<file path="config.mk">
export PLATFORM = sky130hd
export DESIGN_NAME = logic_gate_unit
export DESIGN_NICKNAME = d
export VERILOG_FILES = /design/src/rtl/logic_gate_pkg.sv /design/src/rtl/logic_gate_fifo.sv /design/src/rtl/logic_gate_unit.sv
export SDC_FILE = /design/constraint.sdc
export NUM_CORES = 1
export LEC_CHECK = 0
export BUFFER_PORTS_ARGS = -buffer_cell sky130_fd_sc_hd__clkbuf_2
export CAP_MARGIN = 20
export CORE_UTILIZATION = 50
export CTS_BUF_LIST = sky130_fd_sc_hd__clkbuf_8
export DETAILED_ROUTE_END_ITERATION = 6
export PLACE_DENSITY_LB_ADDON = 0.3
export SYNTH_ARGS = -nofsm -noshare
export SYNTH_HDL_FRONTEND = slang
export SYNTH_SLANG_ARGS = --single-unit
</file>
<file path="constraint.sdc">
create_clock -name clk -period 2.08 [get_ports clk]
set_input_delay 0.52 -clock clk [delete_from_list [all_inputs] [get_ports clk]]
set_output_delay 0.52 -clock clk [all_outputs]
set_load 0.03 [all_outputs]
</file>
<file path="src/rtl/logic_gate_pkg.sv">
// Shared definitions for the logic gate unit: op encoding, accumulate FSM
// states and the per-bit logic function used by both operand paths.
package logic_gate_pkg;

    localparam logic [2:0] OP_AND  = 3'd0;
    localparam logic [2:0] OP_OR   = 3'd1;
    localparam logic [2:0] OP_XOR  = 3'd2;
    localparam logic [2:0] OP_NAND = 3'd3;
    localparam logic [2:0] OP_NOR  = 3'd4;
    localparam logic [2:0] OP_XNOR = 3'd5;
    localparam logic [2:0] OP_NOT  = 3'd6;
    localparam logic [2:0] OP_PASS = 3'd7;

    typedef enum logic {
        IDLE  = 1'b0,
        ACCUM = 1'b1
    } state_e;

    // Single-bit form keeps the function width-agnostic; callers loop over WIDTH.
    function automatic logic apply_op_bit(input logic [2:0] op, input logic a, input logic b);
        logic r;
        case (op)
            OP_AND:  r = a & b;
            OP_OR:   r = a | b;
            OP_XOR:  r = a ^ b;
            OP_NAND: r = ~(a & b);
            OP_NOR:  r = ~(a | b);
            OP_XNOR: r = ~(a ^ b);
            OP_NOT:  r = ~a;
            default: r = a;
        endcase
        return r;
    endfunction

endpackage

</file>
<file path="src/rtl/logic_gate_fifo.sv">
// Synchronous FIFO holding result entries; pointers wrap modulo DEPTH so any
// DEPTH >= 1 works, not only powers of two. No read-through: a pop in a full
// cycle frees space only from the next cycle.
module logic_gate_fifo #(
    parameter int WIDTH = 10,
    parameter int DEPTH = 2
) (
    input  logic                       clk,
    input  logic                       rst_n,
    input  logic                       push,
    input  logic [WIDTH-1:0]           wr_data,
    input  logic                       pop,
    output logic [WIDTH-1:0]           rd_data,
    output logic [$clog2(DEPTH+1)-1:0] count,
    output logic                       full,
    output logic                       empty
);

    localparam int PTR_W = (DEPTH > 1) ? $clog2(DEPTH) : 1;
    localparam int CNT_W = $clog2(DEPTH + 1);

    logic [WIDTH-1:0] mem_q [DEPTH];
    logic [PTR_W-1:0] wr_ptr_q, wr_ptr_d;
    logic [PTR_W-1:0] rd_ptr_q, rd_ptr_d;
    logic [CNT_W-1:0] count_q, count_d;
    logic             do_push;
    logic             do_pop;

    function automatic logic [PTR_W-1:0] next_ptr(input logic [PTR_W-1:0] p);
        return (p == PTR_W'(DEPTH - 1)) ? '0 : p + PTR_W'(1);
    endfunction

    assign full    = (count_q == CNT_W'(DEPTH));
    assign empty   = (count_q == '0);
    assign count   = count_q;
    assign do_push = push && !full;
    assign do_pop  = pop && !empty;
    assign rd_data = mem_q[rd_ptr_q];

    // Next pointer and occupancy; push and pop together leave count unchanged.
    always_comb begin
        // NOTE: every comb output gets a default first so no path can infer a latch.
        wr_ptr_d = wr_ptr_q;
        rd_ptr_d = rd_ptr_q;
        count_d  = count_q;
        if (do_push) wr_ptr_d = next_ptr(wr_ptr_q);
        if (do_pop)  rd_ptr_d = next_ptr(rd_ptr_q);
        case ({do_push, do_pop})
            2'b10:   count_d = count_q + CNT_W'(1);
            2'b01:   count_d = count_q - CNT_W'(1);
            default: count_d = count_q;
        endcase
    end

    // Pointer and count registers; reset empties the buffer.
    always_ff @(posedge clk or negedge rst_n) begin
        // NOTE: sequential state uses non-blocking assignments so all flops update together.
        if (!rst_n) begin
            wr_ptr_q <= '0;
            rd_ptr_q <= '0;
            count_q  <= '0;
        end else begin
            wr_ptr_q <= wr_ptr_d;
            rd_ptr_q <= rd_ptr_d;
            count_q  <= count_d;
        end
    end

    // Entry storage, written on accepted push.
    always_ff @(posedge clk) begin
        // NOTE: storage is deliberately not reset; count/empty guard every read of it.
        if (do_push) mem_q[wr_ptr_q] <= wr_data;
    end

endmodule

</file>
<file path="src/rtl/logic_gate_unit.sv">
// Registered bitwise logic unit: single-beat results or a folded accumulate
// burst, delivered through a valid/ready output buffer.
module logic_gate_unit
    import logic_gate_pkg::*;
#(
    parameter int WIDTH = 8,
    parameter int DEPTH = 2
) (
    input  logic             clk,
    input  logic             rst_n,
    input  logic             in_valid,
    output logic             in_ready,
    input  logic [2:0]       op,
    input  logic             acc_mode,
    input  logic             in_last,
    input  logic [WIDTH-1:0] in1,
    input  logic [WIDTH-1:0] in2,
    output logic             out_valid,
    input  logic             out_ready,
    output logic [WIDTH-1:0] out,
    output logic             out_zero,
    output logic             out_ones
);

    localparam int ENTRY_W = WIDTH + 2;
    localparam int CNT_W   = $clog2(DEPTH + 1);

    state_e             state_q, state_d;
    logic [WIDTH-1:0]   acc_q, acc_d;
    logic [2:0]         op_q, op_d;
    logic [WIDTH-1:0]   single_res;
    logic [WIDTH-1:0]   burst_res;
    logic [WIDTH-1:0]   push_res;
    logic               push;
    logic               accept;
    logic               fifo_full;
    logic               fifo_empty;
    logic [CNT_W-1:0]   fifo_count;
    logic [ENTRY_W-1:0] head;

    assign in_ready = !fifo_full;
    assign accept   = in_valid && in_ready;

    // Candidate results: first beat applies op to in1/in2, continuing beats fold in1 into acc.
    always_comb begin
        single_res = '0;
        burst_res  = '0;
        for (int i = 0; i < WIDTH; i++) begin
            single_res[i] = apply_op_bit(op, in1[i], in2[i]);
            burst_res[i]  = apply_op_bit(op_q, acc_q[i], in1[i]);
        end
    end

    // State, accumulator and latched burst op; reset drops any partial burst.
    always_ff @(posedge clk or negedge rst_n) begin
        if (!rst_n) begin
            state_q <= IDLE;
            acc_q   <= '0;
            op_q    <= OP_AND;
        end else begin
            state_q <= state_d;
            acc_q   <= acc_d;
            op_q    <= op_d;
        end
    end

    // Next state: enter ACCUM on a non-last burst opener, leave on the last beat.
    always_comb begin
        state_d = state_q;
        case (state_q)
            IDLE:    if (accept && acc_mode && !in_last) state_d = ACCUM;
            ACCUM:   if (accept && in_last)              state_d = IDLE;
            default: state_d = IDLE;
        endcase
    end

    // Datapath control: what gets pushed and how the accumulator evolves.
    always_comb begin
        push     = 1'b0;
        push_res = single_res;
        acc_d    = acc_q;
        op_d     = op_q;
        case (state_q)
            IDLE: begin
                if (accept) begin
                    if (acc_mode && !in_last) begin
                        acc_d = single_res;
                        op_d  = op;
                    end else begin
                        push = 1'b1;
                    end
                end
            end
            ACCUM: begin
                if (accept) begin
                    if (in_last) begin
                        push     = 1'b1;
                        push_res = burst_res;
                    end else begin
                        acc_d = burst_res;
                    end
                end
            end
            default: ;
        endcase
    end

    // Flags travel with the entry so they always describe the stored head result.
    logic_gate_fifo #(
        .WIDTH (ENTRY_W),
        .DEPTH (DEPTH)
    ) u_fifo (
        .clk     (clk),
        .rst_n   (rst_n),
        .push    (push),
        .wr_data ({push_res, ~|push_res, &push_res}),
        .pop     (out_ready),
        .rd_data (head),
        .count   (fifo_count),
        .full    (fifo_full),
        .empty   (fifo_empty)
    );

    assign out_valid = !fifo_empty;
    assign out       = fifo_empty ? '0 : head[ENTRY_W-1:2];
    assign out_zero  = !fifo_empty && head[1];
    assign out_ones  = !fifo_empty && head[0];

    count_in_range: assert property (@(posedge clk) disable iff (!rst_n) fifo_count <= CNT_W'(DEPTH));

endmodule
</file>
Yosys cells after proc, flatten, opt, wreduce, memory -nomap -nowiden
Memory sizes are Yosys's and may differ from the RTL's. Cells that the tools add are included.

Bits in registers: 16. Memory bits (writable): 20. Input port bits: 25. Output and inout bits: 12. Logic and storage cells: 202. Memories: 1.

Add/sub/neg operators: 4. Eq/ne operators: 19. Mux-type cells: 38. Bitwise gates (word level): 113. Reductions and logical operators: 21.

Memories: u_fifo.mem_q (depth 2, width 10, rd ports 1, clocked after Yosys merged registers in 0, wr ports 1, RTL line logic_gate_fifo.sv:22) `logic [WIDTH-1:0] mem_q [DEPTH];`.

Operators by type and width (count): $pmux W1 S7 (16); $not A1 Y1 (65); $mux W8 (8); $eq A3 B3 Y1 const B (6); $and A1 B1 Y1 (16); $or A1 B1 Y1 (16); $pmux W8 S2 (1); $xor A1 B1 Y1 (16); $eq A3 B2 Y1 const B (4); $mux W1 (10); $logic_and A1 B1 Y1 (9); $reduce_and A8 Y1 (1); $reduce_or A8 Y1 (1); $eq A3 B1 Y1 const B (2); $logic_not A3 Y1 (2); $ne A2 B2 Y1 const B (3); $eq A2 B2 Y1 const B (2); $logic_not A1 Y1 (4); $pmux W1 S2 (2); $pmux W2 S2 (1); $reduce_and A4 Y1 (1); $reduce_and A3 Y1 (1); $add A1 B1 Y1 const B (2); $add A2 B1 Y2 const B (1); other kinds (5) (5).

Depth between registers and ports, before layout
Gate-level depths: netlist of the first run.

Depth after elaboration: 8. Mapped depth: 11. Mapped depth without buffers: 9.

By module
A second synthesis of the first run with hierarchy kept.

Cell total of the unflattened synthesis: 398. Area total of the unflattened synthesis: 3484.6 µm².

By module, submodules not included: logic_gate_unit (times used 1, cells each 349, area each 2567.5 µm², seq. area each 300.3 µm²); logic_gate_fifo (times used 1, cells each 49, area each 917.1 µm², seq. area each 700.7 µm²).

Worst setup path before layout of the first run
OpenSTA, ideal clock, no wires.

Path kind: input -> register. From: input port in1[2]. To: memory u_fifo.mem_q[0][0], data pin. Library setup time: 139 ps. Data arrival time: 2261 ps. Data required time: 1941 ps. Path slack: -320 ps. Stages on the path: 8. Buffers on the path: 0. Path through: inv_1 -> ha_1 -> mux2_4 -> mux4_2 -> or2_1 -> o32ai_1 -> and3_1 -> and4_1.

Cells in the longest elaborated chain, start to end: 7. Elaborated cells on any way between the ends: 19. Those cells by class: mux (5); bitwise (13); reduce/logical (1).

RTL lines: from (decl) (RTL line logic_gate_unit.sv:16) `input logic [WIDTH-1:0] in1,`; $xor A1 B1 Y1, or another cell as far along (RTL line logic_gate_pkg.sv:25, logic_gate_pkg.sv:28); $not A1 Y1, on equally long branches (RTL line logic_gate_pkg.sv:28, logic_gate_pkg.sv:26, logic_gate_pkg.sv:27); $pmux W1 S7 (RTL line logic_gate_pkg.sv:22) `case (op)`; $mux W8 (RTL line logic_gate_unit.sv:96) `if (in_last) begin`; $mux W8 (RTL line logic_gate_unit.sv:95) `if (accept) begin`; $mux W8 * (RTL line logic_gate_unit.sv:83) `case (state_q)`; $reduce_and A8 Y1 * (RTL line logic_gate_unit.sv:116) `.wr_data ({push_res, ~|push_res, &push_res}),`; net u_fifo.wr_data[0] (RTL line logic_gate_fifo.sv:11) `input logic [WIDTH-1:0] wr_data,`; to (decl) (RTL line logic_gate_fifo.sv:22).

The timed path passes the listed nets; every way through them passes the cells marked *.

Worst setup path after layout of the first run
Same ends and word-level chain as after synthesis.

==> impl_metrics.json, run 1 <==
{
  "setup_viol": 6,
  "final_max_slew_viol_count": 0,
  "die_h_um": 84.3,
  "synth-simple-area-share_pct": 17.5,
  "diodes": 0,
  "die_x_um": 84.3,
  "yosys_warnings": 0,
  "antenna_found_initial": 0,
  "path_cells": "clkbuf_8 -> inv_6 -> ha_4 -> mux2_4 -> mux4_2 -> or2_1 -> o32ai_1 -> and3_1 -> and4_1",
  "clk_latency_ps": 290,
  "rsz0062_at_grt": "true",
  "rows": 29,
  "dp_cells": 559,
  "slew_headroom_pct": 67.7,
  "hpwl_mm": 6.55,
  "fin_cells": 567,
  "synth-adder-area-share_pct": 12.2,
  "wire_per_inst_um": 14.5,
  "globalplace.congestion": 0.932,
  "timing_hold_violations_final": 0,
  "clock_path_buffers": 2,
  "drcViolationCount": 8,
  "numCtsBuffers": 5,
  "fin_setup_tns_ps": -619,
  "status": "finished with violations",
  "slowest_delay_ps": 510,
  "wirelength_mm": 8.20,
  "cts_tree": "yes",
  "tightest_slew_ps": 484,
  "r2r_slack_ps": -150,
  "viasPerCell": 5.73,
  "core_um2": 6460,
  "total_power_mw": 5.25,
  "cts_setup_buffers": 0,
  "start_kind": "primary input",
  "synthesis.nets": 451,
  "required_ps": 2230,
  "cp_top_family": "multiplexers",
  "layout.nets": 547,
  "placement.io_buffers": 36,
  "drive_above_1_share_pct": 30.4,
  "path_clk_slew_ps": 70,
  "synth-main-ff-cell": "edfxtp_1",
  "cts_hold_buf": 0,
  "path_max_fanout": 3,
  "ys_ff_latch": 36,
  "fmax_mhz": 448,
  "p_leak_nw": 2.07,
  "htreeDepth": 2,
  "synth-compound-area-share_pct": 20.7,
  "crit_path_top_delay_cell": "mux4_2",
  "finalCritPeriodShare_pct": 107,
  "synth.avg_cell_area_um2": 8.62,
  "gr-total-overflow": 0,
  "yosysSeqAreaShare_pct": 29.6,
  "grtUsageTotal_pct": 24.4,
  "first_pass_iters": 6,
  "power_density_nw_per_um2": 1200,
  "hp-class": "in -> async",
  "finClkSkew_ps": 5.77,
  "grt_pass1_wl_mm": 14.1,
  "violations": "DRC, setup timing",
  "grt_pass1_vias": 3107,
  "grt_max_degree": 26,
  "die_area_um2": 7110,
  "cts-root-buf": "clkbuf_8",
  "period_minus_slack_ps": 2230,
  "crit_type": "in -> reg",
  "ant_nets": 0,
  "layout_setup_ws_ps": -153,
  "synthesis.area_um2": 3390,
  "worst-path-buf-inv": 2,
  "synth_top_family_by_area": "compound AO/OA/AOI/OAI gates",
  "fin_util_pct": 68.0,
  "peakVddDrop_uv": 423,
  "area_growth_pct": 29.6,
  "syn_inst": 393,
  "initial_core_util_pct": 52.4,
  "yosysUniqueCellTypes": 57,
  "async_reset_ff_share_pct": 44.4,
  "cts_sinks": 36,
  "crit_arrival_ps": 2380,
  "synth_xor_area_share_pct": 1.81,
  "synth-edff-count": 20,
  "io_pins": 37,
  "vias": 3250,
  "yosys-mux-area-fraction_pct": 11.0,
  "dpl_worst_slack_ps": -539,
  "first_iter_violations": 214,
  "crit_path_end_kind": "register",
  "maxCapViolations": 0
}
cell usage after synthesis, drive strengths merged, types with 2 or more instances:
cell type  instances  share of area (%)
o32ai              5                1.3
dfrtp             16                 12
o21bai             2               0.44
a311o              2               0.59
o21a               3               0.66
mux2i             21                6.2
or2                4               0.74
a22o               2               0.52
and2               2               0.37
nand3             10                1.5
o21ai             25                3.7
o22ai              7                1.3
buf               18                3.0
nor2b             12                2.2
a41oi              2               0.52
xor2               3               0.78
clkbuf             8                1.0
xnor2              4                1.0
a21oi             24                3.5
ha                33                 12
and3               7                1.3
o31a               2               0.52
o211ai             9                2.0
o221ai             2               0.52
mux2               8                2.8
or3                2               0.37
a221oi             3               0.78
nand3b             3               0.66
edfxtp            20                 18
a211oi             3               0.66
nand2             22                2.4
nor3               8                1.2
a21o               2               0.44
o211a              2               0.59
a31oi              3               0.55
nor2              43                4.8
mux4               3                2.0
inv               30                3.3
nand2b             7                1.3
cell type report:
cell class	instances	area, um^2
clock inverters	3	38.8
well taps	77	96.3
multi-input cells	301	2200
clock buffers	5	68.8
fillers	541	2070
inverters	30	143
flip-flops and latches	36	1000
repair buffers	115	846
power breakdown:
part / internal, mW / switching [mW] / leakage, nW / total [mW]
sequential: 1.02 / 0.245 / 0.372 / 1.27
clock: 0.351 / 0.255 / 0.0593 / 0.606
combinational: 1.59 / 1.78 / 1.63 / 3.37
total: 2.96 / 2.28 / 2.07 / 5.25
worst register-to-register path, delay by kind of cell, from the launching register on:
kind,cells,cell delay [ps]
compound gates,1,50
simple gates,3,530
buf+inv,1,90
flops,1,430
fa+ha+maj,1,200
mux,2,750
what timing repair did:
item	in CTS	in global routing
resized for setup	10	7
pin swaps	5	2
setup endpoints to repair	6	18
endpoints found under the hold margin	0	0
final timing paths:
check / startpoint / endpoint / cells past startpoint
max: in1[2] / u_fifo.mem_q[0][0] / 9
min: rst_n / u_fifo.count[1] / 1
max reg2reg: acc_q[0] / u_fifo.mem_q[0][1] / 8
min reg2reg: u_fifo.count[1] / u_fifo.count[1] / 1
max in group asynchronous: rst_n / u_fifo.rd_ptr_q / 1
min in group clk: in_last / state_q / 2
logic make-up (layout without fill, tap and decap cells):
family	count (synthesis)	after routing
xor+xnor	7	7
flops	36	36
simple gates	123	123
buf+inv	56	153
mux	32	32
fa+ha+maj	33	33
compound gates	106	106
state kept, by name (all words and copies together), names as in the netlist:
| name | count |
|---|---|
| acc_q | 8 |
| op_q | 3 |
| state_q | 1 |
| u_fifo.count | 2 |
| u_fifo.mem_q | 20 |
| u_fifo.rd_ptr_q | 1 |
| u_fifo.wr_ptr_q | 1 |
metrics by stage:
step | cell area, um^2 | hold WS [ps]
6_report | 4390 | 155
5_1_grt | 4390 | 174
4_1_cts | 4360 | 158
3_5_place_dp | 4220 | 475
3_3_place_gp | 4220 | 478
2_1_floorplan | 3450 | 224
layer usage:
| metal | wire length [um] | GRT usage (%) | vias to the layer above |
|---|---|---|---|
| met3 | 285 | 2.56 | 10 |
| met5 | 0 | 0 | - |
| li1 | - | - | 1616 |
| met2 | 4150 | 44.3 | 97 |
| met4 | 105 | 7.05 | 0 |
| met1 | 3660 | 30.6 | 1527 |
placed cells by master (no fill, tap or decap), types with 9 or more instances in the layout:
cell type   n
clkbuf_2   33
inv_1      25
mux2i_1    21
nand3_1    10
edfxtp_1   20
nand2_1    22
nor2_1     42
dfrtp_1    15
o21ai_0    22
nor2b_1    12
a21oi_1    24
ha_1       30
buf_4      75
o211ai_1    9
No activity file was read; power rests on OpenSTA's default activity.
==> run 2, diff against run 1 <==
BUFFER_PORTS_ARGS = default   (was -buffer_cell sky130_fd_sc_hd__clkbuf_2)
CTS_BUF_LIST = default   (was sky130_fd_sc_hd__clkbuf_8)
DONT_BUFFER_PORTS = 1   (was default)
==> run 2 against run 1 <==
The run still ends with DRC, setup timing left. First-iteration DRC count fell by 35%. Clock-buffer cell count rose by 1. Via count fell by 6.5%. Sequential share of layout area rose by 2.0 points. Largest cell class unchanged.
==> impl_metrics.json, run 2 (synthesized netlist as in run 1, its figures left out) <==
{
  "gr-total-overflow": 0,
  "diodes": 0,
  "whs_ps": 309,
  "fin_setup_tns_ps": -306,
  "finalCritPeriodShare_pct": 104,
  "ant_nets": 0,
  "htreeDepth": 2,
  "crit_type": "reg -> reg",
  "grt_pass1_vias": 2916,
  "switchingPower_mw": 2.23,
  "core_um2": 6460,
  "wire_per_inst_um": 15.2,
  "p_int_mw": 2.97,
  "p_sw_share_pct": 42.9,
  "violations": "DRC, setup timing",
  "required_ps": 2180,
  "path_max_fanout": 3,
  "peakVddDrop_uv": 419,
  "antenna_found_initial": 0,
  "first_pass_iters": 7,
  "drcViolationCount": 9,
  "cts_sinks": 36,
  "wirelength_mm": 7.81,
  "period_minus_slack_ps": 2170,
  "initial_core_util_pct": 52.4,
  "setup_viol": 4,
  "crit_path_end_kind": "register",
  "drive_above_1_share_pct": 22.6,
  "final_cell_mix": "61 x buf_4, 43 x nor2_1, 29 x ha_1",
  "start_kind": "register",
  "rows": 29,
  "largest_reg_flops": 20,
  "globalplace.congestion": 0.873,
  "regMostFlops": "u_fifo.mem_q",
  "finClkSkew_ps": 4.79,
  "final_max_slew_viol_count": 0,
  "layout.nets": 495,
  "multi_input_area_um2": 2210,
  "layout_setup_ws_ps": -92.5,
  "fmax_mhz": 460,
  "timing_hold_violations_final": 0,
  "first_iter_violations": 139,
  "io_pins": 37,
  "status": "finished with violations",
  "die_h_um": 84.3,
  "hpwl_mm": 6.03,
  "cts_tree": "yes",
  "grt_max_degree": 32,
  "placed_area_um2": 3860,
  "die_area_um2": 7110,
  "path_clk_slew_ps": 80,
  "rsz0062_at_grt": "true",
  "maxCapViolations": 0,
  "grt_pass1_wl_mm": 13.2,
  "numCtsBuffers": 5,
  "ff2ff_path_depth": 8,
  "share_comb_of_total_power_pct": 64.0,
  "total_power_mw": 5.20,
  "regArea_um2": 1000,
  "die_x_um": 84.3,
  "placement.io_buffers": 0,
  "cts-root-buf": "clkbuf_8",
  "viasPerCell": 5.90,
  "design_area_um2": 4040,
  "p_leak_nw": 1.81,
  "whs_path_depth": 1,
  "clkPwrFrac_pct": 11.9,
  "nFillCells": 577,
  "hp-class": "in -> reg",
  "tightest_slew_ps": 807,
  "power_density_nw_per_um2": 1290,
  "seqPwrFrac_pct": 24.2,
  "clock_path_buffers": 2,
  "slew_headroom_pct": 46.0,
  "area_growth_pct": 19.3,
  "crit_arrival_ps": 2280,
  "final_common_cell": "buf_4",
  "vias": 3039,
  "reg.largest.list": "u_fifo.mem_q (20), acc_q (8), op_q (3)",
  "clk_latency_ps": 290,
  "grtUsageTotal_pct": 23.0
}
[run 2: repair_timing]
item,4_1_cts,5_1_grt
endpoints found under the hold margin,16,0
pin swaps,6,2
hold buffers,1,0
buffers inserted,0,2
setup endpoints to repair,4,13
gates resized for setup,3,9
[run 2: final timing paths]
| kind | from | end | slack, ps |
|---|---|---|---|
| max reg2reg | acc_q[0] | u_fifo.mem_q[0][1] | -90 |
| min | in_last | state_q | 310 |
| max | acc_q[0] | u_fifo.mem_q[0][1] | -90 |
| max in group asynchronous | rst_n | op_q[1] | 770 |
| min reg2reg | u_fifo.count[1] | u_fifo.count[1] | 510 |
| min in group asynchronous | rst_n | u_fifo.rd_ptr_q | 760 |
[run 2: power by group through the flow]
stage,clock network [mW],registers (mW),logic (mW)
after global placement,0,1.25,3.05
after global routing,0.652,1.29,3.66
after floorplan,0,1.17,2.23
after detailed placement,0,1.26,3.15
after CTS,0.628,1.25,3.18
final,0.616,1.26,3.32
[run 2: area by class of cell]
type | instances | area share, %
Clock buffer | 6 | 1.80
Inverter | 30 | 3.53
Tap cell | 77 | 2.38
Multi-Input combinational cell | 301 | 54.7
Timing Repair Buffer | 63 | 11.9
Clock inverter | 2 | 0.867
Sequential cell | 36 | 24.8
[run 2: critical path, stage by stage, from the launching register on]
cell	delay, ps
dfrtp_1	410
inv_2	80
ha_4	190
mux2_4	250
mux4_2	480
nor2_1	90
and3_1	150
a31oi_1	50
nor4_2	280
[run 2: stage by stage]
step | utilization (%) | cells | setup slack, ps
finish | 62.6 | 515 | -92.5
global route | 62.6 | 515 | -212
CTS | 61.7 | 513 | -89.2
floorplan | - | 393 | -208
global placement | 59.7 | 504 | -272
detailed placement | 59.7 | 504 | -301
[run 2: per-layer routing]
layer | wire length (um) | track usage, % | up-vias
met5 | 0 | 0 | -
met4 | 54 | 5.96 | 0
met3 | 380 | 3.44 | 7
met2 | 3810 | 41.0 | 103
met1 | 3560 | 29.0 | 1423
li1 | - | - | 1506
==> run 3, diff against run 2 <==
CORE_ASPECT_RATIO = 1.5   (was default)
==> run 3 against run 2 <==
The run ends with setup timing left. Worst hold slack gained 2.4 ps. Sequential power barely moved. Clock power down 2%. Worst setup slack better by 7.9 ps. Non-clock buffer count increased by 5. Total power increased by 0.22%. Clock-buffer cell count did not move. Largest power group unchanged. Largest cell class unchanged. Critical path depth unchanged. Highest routed layer unchanged.
==> impl_metrics.json, run 3 (synthesized netlist as in run 1, its figures left out) <==
{
  "grt_pass1_wl_mm": 13.2,
  "regArea_um2": 1000,
  "core_um2": 6530,
  "hpwl_mm": 6.13,
  "fin_setup_tns_ps": -312,
  "crit_path_top_delay_cell": "mux4_2",
  "cts_sinks": 36,
  "globalplace.congestion": 0.846,
  "die_h_um": 103,
  "clkPwrFrac_pct": 11.6,
  "start_kind": "register",
  "power_density_nw_per_um2": 1280,
  "wirelength_mm": 7.78,
  "final_common_cell": "buf_4",
  "crit_path_end_kind": "register",
  "grtUsageTotal_pct": 22.7,
  "wire_per_inst_um": 15.0,
  "vias": 3037,
  "nFillCells": 564,
  "first_iter_violations": 127,
  "fmax_mhz": 462,
  "final_max_slew_viol_count": 0,
  "violations": "setup timing",
  "gr-total-overflow": 0,
  "regMostFlops": "u_fifo.mem_q",
  "first_pass_iters": 4,
  "status": "finished with violations",
  "crit_arrival_ps": 2260,
  "hp-class": "in -> reg",
  "peakVddDrop_uv": 530,
  "slowest_delay_ps": 480,
  "cts_tree": "yes",
  "p_sw_share_pct": 42.1,
  "layout.nets": 500,
  "period_minus_slack_ps": 2160,
  "grt_max_degree": 32,
  "ant_nets": 0,
  "cts-root-buf": "clkbuf_8",
  "slew_headroom_pct": 45.7,
  "viasPerCell": 5.85,
  "diodes": 0,
  "die_area_um2": 7110,
  "clock_path_buffers": 2,
  "grt_pass1_vias": 2992,
  "switchingPower_mw": 2.19,
  "path_cells": "inv_2 -> ha_4 -> mux2_4 -> mux4_2 -> nor2_1 -> and3_1 -> a31oi_1 -> nor4_2",
  "finalCritPeriodShare_pct": 104,
  "clk_latency_ps": 280,
  "seqPwrFrac_pct": 23.6,
  "path_max_fanout": 3,
  "placement.io_buffers": 0,
  "share_comb_of_total_power_pct": 64.8,
  "multi_input_area_um2": 2200,
  "worst-path-buf-inv": 1,
  "finClkSkew_ps": 5.30,
  "layout_setup_ws_ps": -84.6,
  "required_ps": 2180,
  "drive_above_1_share_pct": 23.0,
  "initial_core_util_pct": 51.9,
  "reg.largest.list": "u_fifo.mem_q (20), acc_q (8), op_q (3)",
  "antenna_found_initial": 0,
  "setup_viol": 4,
  "p_leak_nw": 1.84,
  "area_growth_pct": 20.3,
  "die_x_um": 69.2,
  "io_pins": 37,
  "htreeDepth": 2,
  "largest_reg_flops": 20,
  "rows": 36,
  "tightest_slew_ps": 812,
  "final_cell_mix": "65 x buf_4, 42 x nor2_1, 31 x ha_1",
  "path_clk_slew_ps": 70,
  "crit_type": "reg -> reg",
  "timing_hold_violations_final": 0,
  "drcViolationCount": 0,
  "rsz0062_at_grt": "true",
  "whs_ps": 312,
  "cp_top_family": "multiplexers",
  "numCtsBuffers": 5,
  "maxCapViolations": 0,
  "p_int_mw": 3.01
}
## run 3: path summary, 6_finish.rpt
check                           startpoint                  to  slack [ps]  depth (start not counted)
max in group asynchronous            rst_n             op_q[1]         760                          1
hold / removal                     in_last             state_q         310                          1
min in group asynchronous            rst_n     u_fifo.count[0]         770                          1
setup reg to reg                  acc_q[0]  u_fifo.mem_q[1][1]         -80                          8
hold reg to reg            u_fifo.count[1]     u_fifo.count[1]         500                          1
setup / recovery                  acc_q[0]  u_fifo.mem_q[1][1]         -80                          8
## run 3: per-layer routing
layer | up-vias | part of all wire, % | GRT usage [%] | wire (um)
met5 | - | 0 | 0 | 0
met4 | 0 | 2.3 | 8.79 | 180
met3 | 14 | 3.9 | 3.81 | 302
met2 | 77 | 53 | 43.1 | 4140
met1 | 1430 | 41 | 25.2 | 3160
li1 | 1516 | - | - | -
## run 3: area by class of cell
cell class / instances / share of cell area (%)
tap: 76 / 2.33
timing repair buffer: 68 / 13.0
multi-input combinational: 301 / 53.9
clock inverter: 2 / 0.860
sequential: 36 / 24.6
clock buffer: 6 / 1.78
inverter: 30 / 3.50
## run 3: power by group through the flow
stage	combinational [mW]	clock, mW	sequential (mW)
2_1_floorplan	2.23	0	1.17
3_3_place_gp	3.16	0	1.23
3_5_place_dp	3.25	0	1.24
4_1_cts	3.28	0.617	1.23
5_1_grt	3.71	0.646	1.26
6_report	3.38	0.602	1.23
## run 3: what timing repair did
action | CTS | global route
hold endpoints to repair | 16 | 0
endpoints found under the setup margin | 7 | 15
gates resized for setup | 1 | 10
buffers inserted | 0 | 1
hold buffers | 1 | 0
pin swaps | 3 | 3
## run 3: through the flow
| step | util [%] | worst slack [ps] | std cells | total power [mW] | area (um^2) |
|---|---|---|---|---|---|
| CTS | 61.7 | -151 | 518 | 5.13 | 4030 |
| finish | 62.4 | -84.6 | 519 | 5.21 | 4080 |
| floorplan | - | -208 | 393 | 3.40 | 3450 |
| detailed placement | 59.9 | -289 | 509 | 4.49 | 3910 |
| global route | 62.4 | -190 | 519 | 5.62 | 4080 |
| global placement | 59.9 | -274 | 509 | 4.39 | 3910 |
